<file path="src/rtl/pokey_mix_pkg.sv">
// ----------------------------------------------------------------------------
// pokey_mix_pkg
// Shared widths, default tick divider and stage register layouts for the
// three-POKEY audio mixer and its sigma-delta DAC.
// ----------------------------------------------------------------------------
package pokey_mix_pkg;

    localparam int AUD_W       = 6;              // per-POKEY audio level width
    localparam int NCH         = 3;              // number of mixed channels
    localparam int SUM_W       = 8;              // 3 * 63 = 189 fits in 8 bits
    localparam int VOL_W       = 4;              // master volume 0..15
    localparam int PROD_W      = SUM_W + VOL_W;  // 189 * 15 = 2835 fits in 12 bits
    localparam int PCM_W       = 16;             // output sample width
    localparam int DIV_DEFAULT = 28;             // clk cycles per sample tick
    localparam int CNT_W       = 10;             // divider counter, DIV up to 1023

    // Stage 1: masked channel levels and the volume captured with them.
    typedef struct packed {
        logic [AUD_W-1:0] a0;
        logic [AUD_W-1:0] a1;
        logic [AUD_W-1:0] a2;
        logic [VOL_W-1:0] vol;
    } stage1_t;

    // Stage 2: channel sum travelling with its captured volume.
    typedef struct packed {
        logic [SUM_W-1:0] sum;
        logic [VOL_W-1:0] vol;
    } stage2_t;

endpackage

</file>
<file path="src/rtl/pokey_mixer_if.sv">
// ----------------------------------------------------------------------------
// pokey_mixer_if
// Audio bus between the POKEY sources and the mixer.
//   aud0..aud2 : 6-bit unsigned channel levels
//   en_mask    : per-channel enable, bit n gates audn
//   vol        : 4-bit master volume
//   pcm        : 16-bit mixed sample, held between updates
//   pcm_valid  : one-cycle pulse when pcm updates
//   dac_out    : 1-bit sigma-delta bitstream of pcm
// master = source side (drives levels), slave = mixer side.
// ----------------------------------------------------------------------------
interface pokey_mixer_if;
    import pokey_mix_pkg::*;

    logic [AUD_W-1:0] aud0;
    logic [AUD_W-1:0] aud1;
    logic [AUD_W-1:0] aud2;
    logic [NCH-1:0]   en_mask;
    logic [VOL_W-1:0] vol;
    logic [PCM_W-1:0] pcm;
    logic             pcm_valid;
    logic             dac_out;

    modport master (
        output aud0, aud1, aud2, en_mask, vol,
        input  pcm, pcm_valid, dac_out
    );

    modport slave (
        input  aud0, aud1, aud2, en_mask, vol,
        output pcm, pcm_valid, dac_out
    );

endinterface

</file>
<file path="src/rtl/sd_dac1.sv">
// ----------------------------------------------------------------------------
// sd_dac1
// First-order sigma-delta modulator. Each clk adds pcm into a 16-bit
// wrapping accumulator; the carry out is the registered output bit, so the
// density of ones equals pcm / 2^16.
//   clk     : system clock
//   reset_n : asynchronous active-low reset
//   pcm     : 16-bit unsigned sample
//   dac_out : registered carry bitstream
// ----------------------------------------------------------------------------
module sd_dac1
    import pokey_mix_pkg::*;
(
    input  logic             clk,
    input  logic             reset_n,
    input  logic [PCM_W-1:0] pcm,
    output logic             dac_out
);

    logic [PCM_W-1:0] acc;
    logic [PCM_W:0]   acc_sum;

    assign acc_sum = {1'b0, acc} + {1'b0, pcm};

    always_ff @(posedge clk or negedge reset_n) begin
        if (!reset_n) begin
            acc     <= '0;
            dac_out <= 1'b0;
        end else begin
            acc     <= acc_sum[PCM_W-1:0];
            dac_out <= acc_sum[PCM_W];
        end
    end

endmodule

</file>
<file path="src/rtl/pokey_mixer.sv">
// ----------------------------------------------------------------------------
// pokey_mixer
// Mixes three POKEY audio levels into a 16-bit PCM sample once per DIV clk
// cycles and drives a 1-bit sigma-delta DAC from it.
//   clk     : system clock, all state on rising edge
//   reset_n : asynchronous active-low reset
//   bus     : pokey_mixer_if.slave (levels/mask/vol in, pcm/valid/dac out)
// Pipeline: tick -> capture (stage 1) -> sum (stage 2) -> scale into pcm
// (stage 3). A tick in cycle t shows pcm_valid in cycle t+3. DIV must be
// 4..1023 so a sample drains before the next tick; there is no back-pressure.
// ----------------------------------------------------------------------------
module pokey_mixer
    import pokey_mix_pkg::*;
#(
    parameter int DIV = DIV_DEFAULT
)
(
    input logic          clk,
    input logic          reset_n,
    pokey_mixer_if.slave bus
);

    localparam logic [CNT_W-1:0] DIV_LAST = CNT_W'(DIV - 1);
    localparam int               PAD_W    = PCM_W - PROD_W;

    // ---------------- tick divider ----------------
    logic [CNT_W-1:0] div_cnt;
    logic             tick;

    assign tick = (div_cnt == DIV_LAST);

    // NOTE: sequential state uses non-blocking assignments so every register
    // samples pre-edge values and pipeline stages advance in lock-step.
    always_ff @(posedge clk or negedge reset_n) begin
        if (!reset_n) begin
            div_cnt <= '0;
        end else if (tick) begin
            div_cnt <= '0;
        end else begin
            div_cnt <= div_cnt + CNT_W'(1);
        end
    end

    // ---------------- stage 1: capture ----------------
    stage1_t s1;
    logic    s1_valid;

    // NOTE: data registers are reset as well as valid flags, so pcm reads 0
    // the moment reset asserts rather than holding a stale sample.
    always_ff @(posedge clk or negedge reset_n) begin
        if (!reset_n) begin
            s1       <= '0;
            s1_valid <= 1'b0;
        end else begin
            s1_valid <= tick;
            if (tick) begin
                s1.a0  <= bus.en_mask[0] ? bus.aud0 : '0;
                s1.a1  <= bus.en_mask[1] ? bus.aud1 : '0;
                s1.a2  <= bus.en_mask[2] ? bus.aud2 : '0;
                s1.vol <= bus.vol;
            end
        end
    end

    // ---------------- stage 2: sum ----------------
    stage2_t s2;
    logic    s2_valid;

    always_ff @(posedge clk or negedge reset_n) begin
        if (!reset_n) begin
            s2       <= '0;
            s2_valid <= 1'b0;
        end else begin
            s2_valid <= s1_valid;
            if (s1_valid) begin
                s2.sum <= SUM_W'(s1.a0) + SUM_W'(s1.a1) + SUM_W'(s1.a2);
                s2.vol <= s1.vol;
            end
        end
    end

    // ---------------- stage 3: scale ----------------
    logic [PROD_W-1:0] product;
    logic [PCM_W-1:0]  pcm_q;
    logic              pcm_valid_q;

    assign product = PROD_W'(s2.sum) * PROD_W'(s2.vol);

    always_ff @(posedge clk or negedge reset_n) begin
        if (!reset_n) begin
            pcm_q       <= '0;
            pcm_valid_q <= 1'b0;
        end else begin
            pcm_valid_q <= s2_valid;
            if (s2_valid) begin
                pcm_q <= {product, {PAD_W{1'b0}}};
            end
        end
    end

    // ---------------- sigma-delta DAC ----------------
    logic dac_bit;

    sd_dac1 u_sd_dac1 (
        .clk     (clk),
        .reset_n (reset_n),
        .pcm     (pcm_q),
        .dac_out (dac_bit)
    );

    assign bus.pcm       = pcm_q;
    assign bus.pcm_valid = pcm_valid_q;
    assign bus.dac_out   = dac_bit;

endmodule

</file>
<file path="src/flat_wrapper.sv">
// flat-port wrapper written by rule: the top's interface ports become plain ports
module pokey_mixer_flat import pokey_mix_pkg::*;
#(
    parameter int DIV = DIV_DEFAULT
)
  (clk, reset_n, bus_aud0, bus_aud1, bus_aud2, bus_en_mask, bus_vol, bus_pcm, bus_pcm_valid, bus_dac_out);
  pokey_mixer_if bus_i ();
  input logic clk;
  input logic reset_n;
  input wire logic [$bits(bus_i.aud0)-1:0] bus_aud0;
  input wire logic [$bits(bus_i.aud1)-1:0] bus_aud1;
  input wire logic [$bits(bus_i.aud2)-1:0] bus_aud2;
  input wire logic [$bits(bus_i.en_mask)-1:0] bus_en_mask;
  input wire logic [$bits(bus_i.vol)-1:0] bus_vol;
  output wire logic [$bits(bus_i.pcm)-1:0] bus_pcm;
  output wire logic [$bits(bus_i.pcm_valid)-1:0] bus_pcm_valid;
  output wire logic [$bits(bus_i.dac_out)-1:0] bus_dac_out;
  assign bus_i.aud0 = bus_aud0;
  assign bus_i.aud1 = bus_aud1;
  assign bus_i.aud2 = bus_aud2;
  assign bus_i.en_mask = bus_en_mask;
  assign bus_i.vol = bus_vol;
  assign bus_pcm = bus_i.pcm;
  assign bus_pcm_valid = bus_i.pcm_valid;
  assign bus_dac_out = bus_i.dac_out;
  pokey_mixer #(.DIV(DIV)) u_core (.clk(clk), .reset_n(reset_n), .bus(bus_i));
endmodule
</file>
<file path="config.mk">
export PLATFORM = sky130hd
export DESIGN_NAME = pokey_mixer_flat
export DESIGN_NICKNAME = d
export VERILOG_FILES = /design/src/rtl/pokey_mix_pkg.sv /design/src/rtl/pokey_mixer_if.sv /design/src/rtl/sd_dac1.sv /design/src/rtl/pokey_mixer.sv /design/src/flat_wrapper.sv
export SDC_FILE = /design/constraint.sdc
export NUM_CORES = 1
export LEC_CHECK = 0
export BUFFER_PORTS_ARGS = -buffer_cell sky130_fd_sc_hd__buf_2
export CORE_UTILIZATION = 33
export DETAILED_ROUTE_END_ITERATION = 12
export PLACE_DENSITY_LB_ADDON = 0.15
export SLEW_MARGIN = 20
export SYNTH_ARGS = -nofsm -noshare
export SYNTH_HDL_FRONTEND = slang
export SYNTH_HIERARCHICAL = 1
export SYNTH_SLANG_ARGS = --single-unit
</file>
<file path="constraint.sdc">
create_clock -name clk -period 2.9 [get_ports clk]
set_clock_uncertainty 0.1 [all_clocks]
set_input_delay 0.145 -clock clk [delete_from_list [all_inputs] [get_ports clk]]
set_output_delay 0.145 -clock clk [all_outputs]
set_load 0.05 [all_outputs]
</file>
==> summary.md, run 1 <==
| Metric | Value |
|---|---|
| Maxcap violations | `0` |
| Failing checks | `negative setup slack` |
| VDD IR-drop max | `roughly 0.00038 V` |
| M1 WL | `4.95 mm` |
| Final setup viols | `4` |
| EDFF count, synth | `0` |
| Share of cells above drive strength 1 | `0.243` |
| Global-route wire length before repair | `18.2 mm` |
| WL final | `10.3 mm` |
| Slew Limit Fails | `0` |
| Post-synth top area cell | `dfrtp_1` |
| Avg WL per Cell | `roughly 13 um` |
| Worst-case headroom to the max-slew limit | `0.522` |
| Final hold slack | `0.0134 ns` |
| Crit path max fanout | `6` |
| CP Data Required Time | `3.03 ns` |
| Synth cell count leaders | `dfrtp_1 (76), nand2_1 (68), ha_1 (38)` |
| Die boundary width | `123 um` |
| Clock root buffer master | `clkbuf_16` |
| Met3 WL | `431 um` |
| Via/cell ratio | `~4.8` |
| Worst slew pin tran | `0.716 ns` |
| Detailed Place HPWL | `slightly above 7 mm` |
| Lkg Pwr | `2.99 nW` |
| Largest net degree at the start of global routing | `77` |
| WP data arrival | `3.17 ns` |
| TritonCTS clock tree | `done` |
| Core Util, Final | `0.444` |
| Max Buffers Root-to-Sink | `2` |
| Die area | `15100 um2` |
| Gr ovfl total | `0` |
| Fin crit share | `1.05` |
| Sink Count | `76` |
| Area delta synth->final | `29.8%` |
| Async SR Flop Fraction | `1.00` |
| Num CTS Buffers | `9` |
| Cell row count | `43` |
| Most used DFF post-synth | `dfrtp_1` |
| Critical path's largest stage delay | `0.53 ns` |
| Worst-skew pair later-pin latency | `0.34 ns` |
| Starting DRT DRC Count | `152` |
| H-tree Lvls | `3` |
| Drc violations | `0` |
| Crit path capture type | `flop` |
| Final hold vios | `0` |
| Syn Std Cell Area | `4810 um2` |
| Critical path type | `reg2reg` |
| Routed met2 length | `roughly 4.8 mm` |
| GR Util All Layers | `0.157` |
| Synth area leaders | `dfrtp_1 (40%), ha_1 (9.9%), fa_1 (8.3%)` |
| PwrDens | `918 nW/um2` |
| Worst Setup Slack post-DPL | `-0.208 ns` |
| Tmin final | `3.04 ns` |
| Cell at the slowest stage of the critical path | `fa_1` |
| Warnings, synthesis | `6` |
| Vias in the first global route | `roughly 3800` |
| Detailed Routing Iterations Pass 1 | `4` |
| Max layer used | `met4` |
| Diodes inserted | `0` |
| Hold Crit Class | `in2reg` |
| Synth unique cells | `slightly above 50` |
| Buffers added on ports | `40` |
| Post-synthesis sequential area ratio | `0.396` |
| Most numerous cell in the Yosys netlist | `dfrtp_1` |
| Nets | `668` |
| Synth top area share | `0.396` |
| Outcome | `finished with violations` |
| I/O Pins | `45` |
| Pwr Total | `5.73 mW` |
| Unrepaired setup endpoints after global routing | `yes` |
| Final GP Congestion | `0.760` |
| Core Area | `between 10000 and 15000 um2` |
| Via count | `3656` |
| Fmax | `about 330 MHz` |
| Aggregate negative setup slack | `-0.366 ns` |
| Setup ws final | `-0.137 ns` |
| Fill count | `1339` |
| Starting Density | `0.342` |
| Critical path cell sequence | `and2_4 > fa_1 > inv_1 > fa_1 > inv_2 > ha_4 > a211oi_4 > o211ai_1 > o211ai_1 > xnor2_1 > mux2_2` |
| Die height | `123 um` |
| Routed Antenna Nets | `0` |
| Initial antenna violation count | `0` |
| Post-synthesis register bit count | `76` |
| Worst-path clk slew | `0.06 ns` |
| Cells after synthesis | `478` |
| Startpoint types | `flop` |
| Syn avg cell area | `a little over 10 um2` |
worst paths after layout:
path / from / endpoint / slack, ns / cells past startpoint
max: u_core/s2[3] / u_core/bus.pcm[14] / -0.14 / 11
min: bus_en_mask[2] / u_core/s1[5] / 0.01 / 3
max reg2reg: u_core/s2[3] / u_core/bus.pcm[14] / -0.14 / 11
min reg2reg: u_core/u_sd_dac1/acc[0] / u_core/u_sd_dac1/acc[0] / 0.37 / 1
max in group asynchronous: reset_n / u_core/s2[1] / 1.86 / 2
min in group asynchronous: reset_n / u_core/div_cnt[6] / 0.31 / 2
layer usage:
layer | GRT usage | vias to the layer above
met5 | 0 | -
met4 | 0.0495 | 0
met3 | 0.0414 | 13
met2 | 0.249 | 55
met1 | 0.208 | 1749
li1 | - | 1839
logic make-up after synthesis:
kind of cell,count (synthesis),synth area share
other,1,0.000780
AO/OA/AOI/OAI,86,0.127
multiplexers,16,0.0372
AND/OR/NAND/NOR,157,0.154
adder cells (fa/ha/maj),58,0.182
buffers and inverters,57,0.0549
XOR/XNOR,27,0.0492
flip-flops,76,0.396
sequential cells by signal, indices dropped and copies added, names as in the netlist:
name / count
u_core/s1_valid: 1
u_core/bus.pcm: 12
u_core/s2_valid: 1
u_core/bus.pcm_valid: 1
u_core/u_sd_dac1/dac_out: 1
u_core/s1: 22
u_core/div_cnt: 10
u_core/u_sd_dac1/acc: 16
u_core/s2: 12
where the power goes:
group / leakage, nW / switching (mW) / internal, mW
Sequential: 0.936 / 0.144 / 1.31
Clock: 0.156 / 0.459 / 0.757
Combinational: 1.90 / 1.70 / 1.36
layout make-up:
class	instances	area, um2	area share
Clock inverter	7	98.8	0.0158
Timing Repair Buffer	108	823	0.132
Tap cell	180	225	0.0361
Clock buffer	9	225	0.0361
Sequential cell	76	1910	0.305
Inverter	35	131	0.0211
Multi-Input combinational cell	353	2830	0.454
placed cells by master (no fill, tap or decap), types with 3 or more instances in the layout:
master,count
and2_4,5
buf_4,28
a21oi_2,3
o211ai_1,5
nand4_1,5
o21bai_1,4
dfrtp_1,73
and2_1,16
nand2_1,67
nor3_1,4
a211oi_1,4
a21oi_1,19
nand2b_1,3
nand3_1,26
xnor2_1,16
nor2_1,16
conb_1,9
clkbuf_16,9
o21ai_2,4
buf_2,39
and3_1,5
inv_2,4
ha_1,32
fa_1,18
a21o_1,11
inv_1,31
dfrtp_2,3
dlygate4sd3_1,35
nor4_1,4
mux2_2,14
buf_6,6
xor2_1,10
nor2b_1,3
o21ai_0,11
ha_4,5
critical path, delay by kind of cell (launching register included):
family          cells  cell delay [ns]
simple gates        1             0.17
xor+xnor            1             0.09
fa+ha+maj           3             1.26
compound gates      3             0.52
flops               1             0.44
buf+inv             2             0.10
mux                 1             0.26
timing repair:
item / 4_1_cts / 5_1_grt
gates cloned: 0 / 0
pin swaps: 10 / 16
endpoints found under the setup margin: 6 / 6
endpoints found under the hold margin: 98 / 0
resized for setup: 15 / 19
hold buffers: 35 / 0
setup buffers: 2 / 5
metrics by stage:
stage,instance area (um2),std cells
3_5_place_dp,5380,710
3_3_place_gp,5380,710
4_1_cts,6120,763
6_report,6240,768
2_1_floorplan,4890,486
5_1_grt,6240,768
Power figures use the tool's default switching activity.
==> run 2, diff against run 1 <==
SETUP_SLACK_MARGIN = 0.4   (was default)
SYNTH_HIERARCHICAL = default   (was 1)
==> run 2 against run 1 <==
  * The flow still finishes with violations (negative setup slack)
  * Count of clock-buffer cells in the layout stayed put
  * Register-to-register slack worse by 0.09 ns
  * Sequential share of layout area fell by 0.26 points
  * Critical path depth did not move
  * Fmax fell by 2.8%
  * Design area decreased by 4.4%
  * First-iteration DRC count is 40% lower
  * Area after synthesis down 6.7%
  * Total power shrank 11%
  * Non-clock buffer count shrank 7
  * Clock power is 7% lower
  * Critical endpoint is now u_core.bus.pcm[15]
==> summary.md, run 2 <==
| Metric | Value |
|---|---|
| Outcome | `finished with violations` |
| Failing checks | `negative setup slack` |
| Fin crit share | `1.08` |
| Synth top area share | `0.402` |
| Post-synth top area cell | `dfrtp_1` |
| CP Data Required Time | `3.03 ns` |
| Setup ws final | `-0.223 ns` |
| WP data arrival | `roughly 3.3 ns` |
| Reg with most FFs | `u_core.s1` |
| Avg WL per Cell | `about 13 um` |
| EDFF count, synth | `0` |
| FF+latch area | `~1800 um2` |
| Area delta synth->final | `33.0%` |
| Syn avg cell area | `9.81 um2` |
| Fmax | `320 MHz` |
| VDD IR-drop max | `0.000461 V` |
| Reg2Reg Setup Slack | `-0.22 ns` |
| Critical path depth | `11` |
| Maxcap violations | `0` |
| Nets | `640` |
| Buffers added on ports | `40` |
| R2R cell count | `11` |
| Via count | `3431` |
| Cell row count | `42` |
| Max Buffers Root-to-Sink | `2` |
| Crit path capture type | `flop` |
| Diodes inserted | `0` |
| Leading cell type in the layout, fill and taps excluded | `dfrtp_1` |
| Core Area | `between 10000 and 15000 um2` |
| Gr ovfl total | `0` |
| Share of cells above drive strength 1 | `0.278` |
| HP Start | `bus_en_mask[2]` |
| Worst-skew pair later-pin latency | `0.35 ns` |
| PwrDens | `~860 nW/um2` |
| Post-synthesis sequential area ratio | `0.402` |
| Starting DRT DRC Count | `between 90 and 100` |
| Detailed Place HPWL | `roughly 6.6 mm` |
| Most used DFF post-synth | `dfrtp_1` |
| Routed Antenna Nets | `0` |
| Worst-path clk slew | `about 0.060 ns` |
| Footprint of the multi-input gates | `~2800 um2` |
| Critical path cell sequence | `and2_4 > fa_1 > inv_1 > fa_1 > inv_1 > ha_2 > a21o_1 > or3_4 > a21oi_2 > mux2i_1 > a2111o_1` |
| FF-to-FF Start | `u_core.s2[1]` |
| Unrepaired setup endpoints after global routing | `yes` |
| Clock root buffer master | `clkbuf_16` |
| Via/cell ratio | `4.65` |
| Placed cell area | `5150 um2` |
| Syn Std Cell Area | `4480 um2` |
| Commonest cells after routing, fill and taps aside | `dfrtp_1 (69), nand2_1 (62), buf_2 (39)` |
| Critical path type | `reg2reg` |
| Largest net degree at the start of global routing | `73` |
| Final GP Congestion | `0.757` |
| Initial antenna violation count | `0` |
| Die boundary width | `119 um` |
| Cell at the slowest stage of the critical path | `fa_1` |
| Final hold vios | `0` |
| Slew Limit Fails | `0` |
| Warnings, synthesis | `0` |
| Lkg Pwr | `~2.9 nW` |
| GR Util All Layers | `0.149` |
| Worst-case headroom to the max-slew limit | `0.382` |
| Worst setup path startpoint | `u_core.s2[1]` |
| TritonCTS clock tree | `done` |
| Fin area | `between 5000 and 6000 um2` |
| WL final | `9.28 mm` |
| Tmin final | `about 3.1 ns` |
| Crit path max fanout | `6` |
| Synth area leaders | `dfrtp_1 (40%), ha_1 (11%), fa_1 (6.7%)` |
| Aggregate negative setup slack | `-0.644 ns` |
| Post-synthesis register bit count | `72` |
| Die area | `14100 um2` |
| Synth unique cells | `between 40 and 50` |
| Async SR Flop Fraction | `1.00` |
| Hold path cells | `3` |
| H-tree Lvls | `3` |
| Synth cell count leaders | `dfrtp_1 (72), nand2_1 (63), ha_1 (41)` |
| Hold Crit Class | `in2reg` |
| CP bufs+invs | `2` |
| Worst slew pin tran | `about 0.9 ns` |
| Final Non-Filler Cells | `738` |
| Global-route wire length before repair | `around 17 mm` |
| Detailed Routing Iterations Pass 1 | `4` |
| Most numerous cell in the Yosys netlist | `dfrtp_1` |
| I/O Pins | `45` |
| Critical path's largest stage delay | `0.52 ns` |
| Startpoint types | `flop` |
| Drc violations | `0` |
| Die height | `~120 um` |
| Max reg flops | `22` |
| Final hold slack | `0.0149 ns` |
| Cells after synthesis | `457` |
| Core Util, Final | `0.450` |
| Fill count | `approximately 1300` |
| Final setup viols | `5` |
| Num CTS Buffers | `9` |
| Vias in the first global route | `3621` |
| Crit path to | `u_core.bus.pcm[15]` |
| Dominant delay contributor by cell family on the critical path | `adder cells` |
| Starting Density | `0.339` |
| Sink Count | `72` |
| Capturing point of the worst reg2reg path | `u_core.bus.pcm[15]` |
| DP Cell Count | `a little under 700` |
==> run 2: worst min-delay path: stages <==
cell and delay, ns:
buf_2 0.15, nand3_1 0.08, nand2_1 0.05
==> run 2: per-stage QoR <==
step	setup slack (ns)	total power, mW
detailed placement	-0.331	3.75
CTS	-0.233	5.08
finish	-0.223	5.12
global placement	-0.282	3.71
floorplan	-0.179	3.16
global route	-0.347	5.55
==> run 2: where the power goes <==
part / leakage (nW) / total, mW / switching (mW) / internal (mW)
clock: 0.150 / 1.14 / 0.466 / 0.675
sequential: 0.888 / 1.34 / 0.126 / 1.22
combinational: 1.84 / 2.63 / 1.40 / 1.24
total: 2.88 / 5.12 / 1.99 / 3.13
==> run 2: worst min-delay path by stage <==
| stage | to | slack [ns] |
|---|---|---|
| 2_1_floorplan | u_core.bus.pcm[10] | -0.25 |
| 3_3_place_gp | u_core.u_sd_dac1.acc[13] | 0.25 |
| 3_5_place_dp | u_core.u_sd_dac1.acc[14] | 0.25 |
| 4_1_cts | u_core.s1[9] | 0.002 |
| 5_1_grt | u_core.s1[9] | 0.01 |
| 6_report | u_core.s1[5] | 0.01 |
==> run 2: kinds of logic (layout without fill, tap and decap cells) <==
logic type                 after synthesis  after routing  synth area share
other                                    1              4          0.000836
adders and majority gates               56             56             0.181
xor gates and xnor gates                26             26            0.0508
buffers and inverters                   47            149            0.0432
AOI/OAI and AO/OA                       83             83             0.122
and+or+nand+nor                        160            160             0.170
muxes                                   12             12            0.0299
DFF                                     72             72             0.402
==> run 2: cell type report <==
class,count,share of cell area
sequential,72,0.303
clock buffer,9,0.0378
tap,176,0.0369
clock inverter,7,0.0132
timing repair buffer,101,0.123
inverter,32,0.0201
multi-input combinational,341,0.467
==> run 2: layer usage <==
metal / up-vias / GRT usage / wire, um
met5: - / 0 / 0
met4: 0 / 0.0443 / 126
met3: 10 / 0.0502 / 304
met2: 49 / 0.261 / 4730
met1: 1616 / 0.171 / 4120
li1: 1756 / - / -
==> run 2: timing repair <==
item                                   4_1_cts  5_1_grt
pin swaps                                   29        6
resized for setup                           32       14
buffers inserted                             6        1
setup endpoints to repair                   12       13
endpoints found under the hold margin       94        0
hold buffers                                25        0
==> run 3, diff against run 2 <==
clock period = 2.6 ns   (was 2.9 ns; I/O delays follow)
==> run 3 against run 2 <==
  * The run still ends with negative setup slack left
  * First-iteration DRC count down 32%
  * Sequential power up 12%
  * Fmax shrank 0.51%
  * Non-clock buffer count rose by 15
  * Largest cell class unchanged
==> summary.md, run 3 (synthesis results as in run 2) <==
| Metric | Value |
|---|---|
| Outcome | `finished with violations` |
| Failing checks | `negative setup slack` |
| Die boundary width | `119 um` |
| Clock root buffer master | `clkbuf_16` |
| Dominant delay contributor by cell family on the critical path | `adder cells` |
| Final GP Congestion | `0.797` |
| Critical path's largest stage delay | `0.48 ns` |
| Core Area | `approximately 13000 um2` |
| Psw | `2.29 mW` |
| Starting Density | `0.339` |
| Maxcap violations | `0` |
| Startpoint types | `flop` |
| Core Util, Final | `0.466` |
| Max Buffers Root-to-Sink | `2` |
| Worst-path clk slew | `~0.060 ns` |
| Clk pwr share | `0.207` |
| Max reg flops | `22` |
| Cell at the slowest stage of the critical path | `fa_1` |
| Fin crit share | `1.21` |
| CP Data Required Time | `2.73 ns` |
| Starting DRT DRC Count | `62` |
| Cell row count | `42` |
| CP bufs+invs | `1` |
| Area delta synth->final | `37.7%` |
| Worst slew pin tran | `0.917 ns` |
| Final hold vios | `0` |
| Initial antenna violation count | `0` |
| Num CTS Buffers | `9` |
| Fmax | `319 MHz` |
| Via count | `around 3500` |
| Die area | `14100 um2` |
| Reg with most FFs | `u_core.s1` |
| Routed Antenna Nets | `0` |
| PwrDens | `956 nW/um2` |
| Worst-case headroom to the max-slew limit | `0.389` |
| Gr ovfl total | `0` |
| TritonCTS clock tree | `done` |
| Sink Count | `72` |
| Final setup viols | `8` |
| WL final | `9.51 mm` |
| Buffers added on ports | `40` |
| Critical path cell sequence | `buf_4 > and2_1 > fa_1 > ha_1 > ha_4 > a21o_1 > or3_4 > a21oi_2 > mux2i_1 > a2111o_1` |
| Global-route wire length before repair | `between 15 and 20 mm` |
| Crit path max fanout | `6` |
| Commonest cells after routing, fill and taps aside | `dfrtp_1 (66), nand2_1 (62), buf_4 (46)` |
| Internal Power | `approximately 3.6 mW` |
| FF+latch area | `roughly 1800 um2` |
| Drc violations | `0` |
| VDD IR-drop max | `0.000395 V` |
| Hold Crit Class | `in2async` |
| Nets | `655` |
| H-tree Lvls | `3` |
| Largest net degree at the start of global routing | `73` |
| Lkg Pwr | `2.95 nW` |
| Slew Limit Fails | `0` |
| Die height | `119 um` |
| Detailed Place HPWL | `6.68 mm` |
| Tmin final | `around 3.1 ns` |
| Reg2Reg Setup Slack | `-0.54 ns` |
| Final Non-Filler Cells | `roughly 750` |
| Crit path capture type | `flop` |
| Detailed Routing Iterations Pass 1 | `4` |
| Critical path type | `reg2reg` |
| Worst-skew pair later-pin latency | `roughly 0.34 ns` |
| DP Cell Count | `701` |
| GR Util All Layers | `0.146` |
| Footprint of the multi-input gates | `between 2000 and 3000 um2` |
| Leading cell type in the layout, fill and taps excluded | `dfrtp_1` |
| WP data arrival | `3.26 ns` |
| Fill count | `1270` |
| Diodes inserted | `0` |
| Vias in the first global route | `3545` |
| Sw frac | `0.388` |
| Avg WL per Cell | `12.7 um` |
| Via/cell ratio | `~4.7` |
| Register share of total power | `0.254` |
| Share of cells above drive strength 1 | `0.311` |
| Setup ws final | `-0.539 ns` |
| Logic pwr share | `0.538` |
| I/O Pins | `45` |
| Unrepaired setup endpoints after global routing | `yes` |
## run 3: changes by cell type in the layout (fill, tap and decap cells not counted), sizes merged
cell / change
buf: +14
clkinv: -3
clkinvlp: +3
inv: -2
clkbuf: +1
dlygate4sd3: +1
## run 3: repair_timing
action                                  4_1_cts  5_1_grt
pin swaps                                    25       13
endpoints found under the setup margin       16       18
buffers inserted                              5        5
hold buffers                                 26        0
gates resized for setup                      32       27
gates cloned                                  0        0
hold endpoints to repair                     94        0
## run 3: worst paths after layout
kind | start | end | depth (start not counted)
setup / recovery | u_core.s2[3] | u_core.bus.pcm[15] | 10
hold / removal | reset_n | u_core.u_sd_dac1.dac_out | 2
setup reg to reg | u_core.s2[3] | u_core.bus.pcm[15] | 10
hold reg to reg | u_core.div_cnt[0] | u_core.div_cnt[0] | 1
max in group asynchronous | reset_n | u_core.s2[2] | 2
min in group clk | u_core.div_cnt[0] | u_core.div_cnt[0] | 1
## run 3: area by class of cell
type	instances	share of cell area
multi-input cells	341	0.466
flip-flops and latches	72	0.293
repair buffers	116	0.139
clock buffers	10	0.0371
well taps	176	0.0357
inverters	32	0.0201
clock inverters	5	0.00953
## run 3: layer usage
metal	share of wire	track usage	vias up
li1	-	-	1782
met1	0.44	0.169	1662
met2	0.51	0.259	54
met3	0.029	0.0357	16
met4	0.018	0.0546	0
met5	0	0	-
## run 3: power groups by stage
stage / Combinational [mW] / Clock, mW / Sequential (mW)
floorplan: 1.80 / 0 / 1.74
global placement: 2.67 / 0 / 1.51
detailed placement: 2.70 / 0 / 1.52
CTS: 2.95 / 1.27 / 1.50
global route: 3.54 / 1.32 / 1.53
finish: 3.18 / 1.22 / 1.50
## run 3: through the flow
step | hold WS (ns) | setup slack [ns] | total power [mW] | instance area [um2] | setup TNS, ns
after floorplan | -0.266 | -0.479 | 3.54 | 4610 | -2.26
after global placement | 0.235 | -0.556 | 4.18 | 5260 | -3.39
after detailed placement | 0.227 | -0.606 | 4.22 | 5260 | -3.57
after CTS | 0.359 | -0.560 | 5.72 | 6010 | -3.04
after global routing | 0.401 | -0.671 | 6.38 | 6170 | -4.35
final | 0.358 | -0.539 | 5.90 | 6170 | -3.08
## run 3: worst register-to-register path, cell delays in order (launching register included)
cell	delay, ns
dfrtp_2	0.45
buf_4	0.16
and2_1	0.15
fa_1	0.48
ha_1	0.33
ha_4	0.25
a21o_1	0.18
or3_4	0.37
a21oi_2	0.13
mux2i_1	0.09
a2111o_1	0.34
